==> src/rtl/truth_table_sweeper.sv <==
// Sweeps every input combination of a 2..4-input combinational function, captures its output
// into a truth-table word and compares it with a latched expected table.
module truth_table_sweeper #(
  parameter int unsigned N_IN   = 4,
  parameter int unsigned SETTLE = 1
) (
  input  logic                 clk,
  input  logic                 reset,
  input  logic                 start,
  input  logic [2**N_IN-1:0]   expected,
  input  logic                 dut_y,
  output logic [N_IN-1:0]      stim,
  output logic                 busy,
  output logic                 done,
  output logic [2**N_IN-1:0]   table_out,
  output logic [N_IN:0]        mismatch_cnt,
  output logic [N_IN-1:0]      first_fail,
  output logic                 pass
);

  localparam int unsigned T           = 2 ** N_IN;
  localparam int unsigned CntW        = N_IN + 1;
  localparam int unsigned SettleLastI = (SETTLE == 0) ? 0 : SETTLE - 1;
  localparam logic [3:0]  SettleLast  = SettleLastI[3:0];
  localparam logic [N_IN-1:0] StimLast = {N_IN{1'b1}};

  typedef enum logic [1:0] {StIdle, StWait, StSample, StDone} state_e;

  state_e            state_q, state_d;
  logic [3:0]        settle_q, settle_d;
  logic [T-1:0]      exp_q, exp_d;
  logic [N_IN-1:0]   stim_q, stim_d;
  logic              busy_q, busy_d;
  logic              done_q, done_d;
  logic [T-1:0]      table_q, table_d;
  logic [CntW-1:0]   cnt_q, cnt_d;
  logic [N_IN-1:0]   ff_q, ff_d;
  logic              pass_q, pass_d;

  // With SETTLE=0 the wait state is bypassed entirely.
  state_e            after_stim;
  assign after_stim = (SETTLE == 0) ? StSample : StWait;

  always_comb begin
    state_d  = state_q;
    settle_d = settle_q;
    exp_d    = exp_q;
    stim_d   = stim_q;
    busy_d   = busy_q;
    done_d   = 1'b0;
    table_d  = table_q;
    cnt_d    = cnt_q;
    ff_d     = ff_q;
    pass_d   = pass_q;

    unique case (state_q)
      StIdle: begin
        if (start) begin
          exp_d    = expected;
          table_d  = '0;
          cnt_d    = '0;
          ff_d     = '0;
          pass_d   = 1'b0;
          stim_d   = '0;
          settle_d = '0;
          busy_d   = 1'b1;
          state_d  = after_stim;
        end
      end
      StWait: begin
        if (settle_q == SettleLast) begin
          state_d = StSample;
        end else begin
          settle_d = settle_q + 4'd1;
        end
      end
      StSample: begin
        table_d[stim_q] = dut_y;
        if (dut_y != exp_q[stim_q]) begin
          cnt_d = cnt_q + CntW'(1);
          if (cnt_q == '0) begin
            ff_d = stim_q;
          end
        end
        if (stim_q == StimLast) begin
          state_d = StDone;
          done_d  = 1'b1;
          pass_d  = (cnt_d == '0);
        end else begin
          stim_d   = stim_q + N_IN'(1);
          settle_d = '0;
          state_d  = after_stim;
        end
      end
      StDone: begin
        busy_d  = 1'b0;
        state_d = StIdle;
      end
      default: state_d = StIdle;
    endcase
  end

  always_ff @(posedge clk or posedge reset) begin
    if (reset) begin
      state_q  <= StIdle;
      settle_q <= '0;
      exp_q    <= '0;
      stim_q   <= '0;
      busy_q   <= 1'b0;
      done_q   <= 1'b0;
      table_q  <= '0;
      cnt_q    <= '0;
      ff_q     <= '0;
      pass_q   <= 1'b0;
    end else begin
      state_q  <= state_d;
      settle_q <= settle_d;
      exp_q    <= exp_d;
      stim_q   <= stim_d;
      busy_q   <= busy_d;
      done_q   <= done_d;
      table_q  <= table_d;
      cnt_q    <= cnt_d;
      ff_q     <= ff_d;
      pass_q   <= pass_d;
    end
  end

  assign stim         = stim_q;
  assign busy         = busy_q;
  assign done         = done_q;
  assign table_out    = table_q;
  assign mismatch_cnt = cnt_q;
  assign first_fail   = ff_q;
  assign pass         = pass_q;

endmodule

==> config.mk <==
export PLATFORM = sky130hd
export DESIGN_NAME = truth_table_sweeper
export DESIGN_NICKNAME = d
export VERILOG_FILES = /design/src/rtl/truth_table_sweeper.sv
export SDC_FILE = /design/constraint.sdc
export NUM_CORES = 1
export LEC_CHECK = 0
export ABC_AREA = 0
export BUFFER_PORTS_ARGS = -buffer_cell sky130_fd_sc_hd__buf_2
export CAP_MARGIN = 0
export CELL_PAD_IN_SITES_DETAIL_PLACEMENT = 1
export CELL_PAD_IN_SITES_GLOBAL_PLACEMENT = 1
export CORE_UTILIZATION = 40
export DETAILED_ROUTE_END_ITERATION = 12
export HOLD_SLACK_MARGIN = 0.03
export PLACE_DENSITY_LB_ADDON = 0.1
export SYNTH_ARGS = -nofsm -noshare
export SYNTH_HDL_FRONTEND = slang
export SYNTH_SLANG_ARGS = --single-unit
==> constraint.sdc <==
create_clock -name clk -period 2.7 [get_ports clk]
set_input_delay 0.27 -clock clk [delete_from_list [all_inputs] [get_ports clk]]
set_output_delay 0.27 -clock clk [all_outputs]
set_load 0.1 [all_outputs]
==> flow_summary.ini <==
[floorplan]
die_area_um2 = 7640
core_area_um2 = 6910
dieWidth_um = 87.4
initial_core_util_pct = 42.2
ioPinCount = 52
rows = 30
dieHeight_um = 87.4

[routing]
drt-initial-drc-count = 142
ant_nets = 0
drc = 0
routed_wl_mm = 7.33
drt_first_pass_iters = 4
detail_route.wl_per_cell_um = 16.8
num_vias = 2402
via_per_inst = 5.51

[grt]
grt_pass1_wl_mm = 12.4
grt_use_total_pct = 21.0
grt_pass1_vias = 2416
antenna_found_initial = 0
grt.overflow.total = 0
grt_max_degree = 30

[setup_path]
crit_end = mismatch_cnt[0]$_DFFE_PP0P_
r2r_end = mismatch_cnt[0]$_DFFE_PP0P_
crit_fanout = 14
cp.arrival_ns = 2.76
startpoint = stim[1]$_DFFE_PP0P_
cp.required_ns = 2.90
start_kind = flop
ff2ff_path_depth = 6
critical_path_class = flop to flop
r2r_setup_slack_ns = 0.15
critPathCaptureType = flop
reg2reg_from = stim[1]$_DFFE_PP0P_

[layout]
layout-drive-gt1-share_pct = 29.1
final_nets = 367
syn2layout_area_growth_pct = 16.5
design_area_um2 = 3400
final_util_pct = 49.2
n_antenna_cell = 0

[sta]
slew_headroom_pct = 58.9
setup-violations-final = 0
report.final.slew_viol_count = 0
rsz0062_at_grt = no
setup_ws_ns = 0.146
fin_skew_ns = 0.00624
min_period_over_period_pct = 94.6
worst_pin_slew_ns = 0.616
hold_viol_final = 0
min_period_ns = 2.55
fmaxAchievable_ghz = 0.392

[place]
gp_congestion = 0.822
placedInstanceArea_um2 = 3290
place_hpwl_mm = 5.40
port_buffers = 51
dp_slack_ns = 0.163

[clock_tree]
clock_latency_ns = 0.31
cts_tree = done
cts-buffers-inserted = 5
post_cts_resized = 0
cts_root_buffer = clkbuf_8
ctsHoldBuffers = 0
cts.sinks = 54
clk_path_buf_depth = 2
post_cts_buffers = 0
htreeDepth = 2
clkTransAtPathRegs_ns = 0.09

[synth]
synth_warnings = 0
synth_cells = 286
ys_ff_latch = 54
avgSynthCellArea_um2 = 10.2
synth_fp_nets = 314
netlist_area_um2 = 2920
synth_cell_types = 48
yosysSeqAreaShare_pct = 46.3

[power]
p_leak_nw = 1.61
ir_drop_v = 0.000555
p_per_area_nw_per_um2 = 1020
p_total_w = 0.00346

[worst_hold_path]
hold_class = primary input to async pin

[run]
drv_cap = 0

[outcome]
status = finished clean
[critical path, stage by stage (launching register included)]
cell	delay (ns)
dfrtp_2	0.55
mux2i_1	0.16
a22oi_1	0.51
nand2_2	0.17
a211oi_4	0.49
mux2_2	0.39
a22o_1	0.17
[cell usage after synthesis, drive strengths merged]
| library cell | count | area, um^2 |
|---|---|---|
| a211o | 2 | 17.5 |
| a211oi | 1 | 20.0 |
| a21oi | 3 | 15.0 |
| a221oi | 1 | 8.76 |
| a22o | 5 | 43.8 |
| a22oi | 2 | 15.0 |
| a31oi | 2 | 12.5 |
| and2 | 2 | 12.5 |
| and2b | 2 | 17.5 |
| and3 | 1 | 7.51 |
| buf | 5 | 45.0 |
| clkbuf | 10 | 47.5 |
| clkinv | 1 | 3.75 |
| dfrtp | 54 | 1350 |
| ha | 8 | 100 |
| inv | 12 | 45.0 |
| mux2 | 18 | 203 |
| mux2i | 15 | 154 |
| mux4 | 1 | 22.5 |
| nand2 | 45 | 171 |
| nand2b | 2 | 12.5 |
| nand3 | 11 | 55.1 |
| nand3b | 1 | 7.51 |
| nand4 | 18 | 113 |
| nand4b | 1 | 8.76 |
| nor2 | 12 | 45.0 |
| nor2b | 3 | 18.8 |
| nor3 | 4 | 20.0 |
| nor4 | 2 | 27.5 |
| o211ai | 13 | 97.6 |
| o21a | 1 | 7.51 |
| o21ai | 12 | 60.1 |
| o2bb2ai | 1 | 8.76 |
| o311ai | 4 | 35.0 |
| o31ai | 2 | 15.0 |
| or2 | 1 | 6.26 |
| or2b | 1 | 7.51 |
| or3b | 1 | 8.76 |
| or4 | 2 | 15.0 |
| xnor2 | 1 | 8.76 |
| xor2 | 3 | 26.3 |
[worst min-delay path by stage]
stage / startpoint / end / slack (ns) / cells past startpoint
floorplan: expected[0] / exp_q[0]$_DFFE_PP0P_ / 0.42 / 1
global placement: reset / mismatch_cnt[2]$_DFFE_PP0P_ / 0.40 / 2
detailed placement: reset / mismatch_cnt[2]$_DFFE_PP0P_ / 0.39 / 2
CTS: reset / busy$_DFFE_PP0P_ / 0.06 / 2
global route: reset / busy$_DFFE_PP0P_ / 0.08 / 2
finish: reset / mismatch_cnt[2]$_DFFE_PP0P_ / 0.03 / 2
[logic make-up after synthesis]
logic type | count (synthesis) | synth area share (%)
and+or+nand+nor | 109 | 19.0
DFF | 54 | 46.3
AOI/OAI and AO/OA | 49 | 12.2
muxes | 34 | 13.0
buffers and inverters | 28 | 4.85
adders and majority gates | 8 | 3.43
xor gates and xnor gates | 4 | 1.20
[stage by stage]
stage               TNS (ns)  cells  hold WS (ns)
finish                     0    436        0.0257
global route               0    436        0.0751
CTS                        0    436        0.0554
detailed placement         0    428         0.390
global placement           0    428         0.399
floorplan           -0.00657    286         0.421
[state kept, by name, indices dropped and copies added, names as in the netlist]
name / flops
exp_q: 16
table_out: 16
mismatch_cnt: 5
first_fail: 4
settle_q: 4
stim: 4
state_q: 2
busy: 1
done: 1
pass: 1
[layer usage]
| layer | GRT usage (%) | part of all wire, % | vias up |
|---|---|---|---|
| met3 | 3.98 | 4.9 | 6 |
| met1 | 28.9 | 46 | 1202 |
| met4 | 4.47 | 0.94 | 0 |
| met2 | 34.4 | 48 | 55 |
| met5 | 0 | 0 | - |
| li1 | - | - | 1139 |
[report_power, final]
group	leakage [nW]	switching [W]	internal, W
Clock	0.0524	0.000264	0.000278
Sequential	0.699	0.000214	0.00100
Combinational	0.863	0.00121	0.000485
Total	1.61	0.00169	0.00177
[placed cells by master, fill, tap and decap left out, types with 4 or more instances in the layout]
cell,count
a22o_1,5
mux2_2,18
o311ai_0,4
ha_1,8
o211ai_1,13
mux2i_1,14
inv_1,11
buf_2,51
nand2_1,44
nor2_1,12
dfrtp_1,51
buf_4,9
nand4_1,18
o21ai_0,11
nor3_1,4
nand3_1,11
clkbuf_8,5
[cell type report]
class / instances / area (um^2)
clock buffers: 7 / 76.3
clock inverters: 1 / 30.0
fillers: 842 / 3510
inverters: 13 / 48.8
multi-input cells: 204 / 1430
flip-flops and latches: 54 / 1360
well taps: 96 / 120
repair buffers: 61 / 343
No activity file was read; power rests on OpenSTA's default activity.
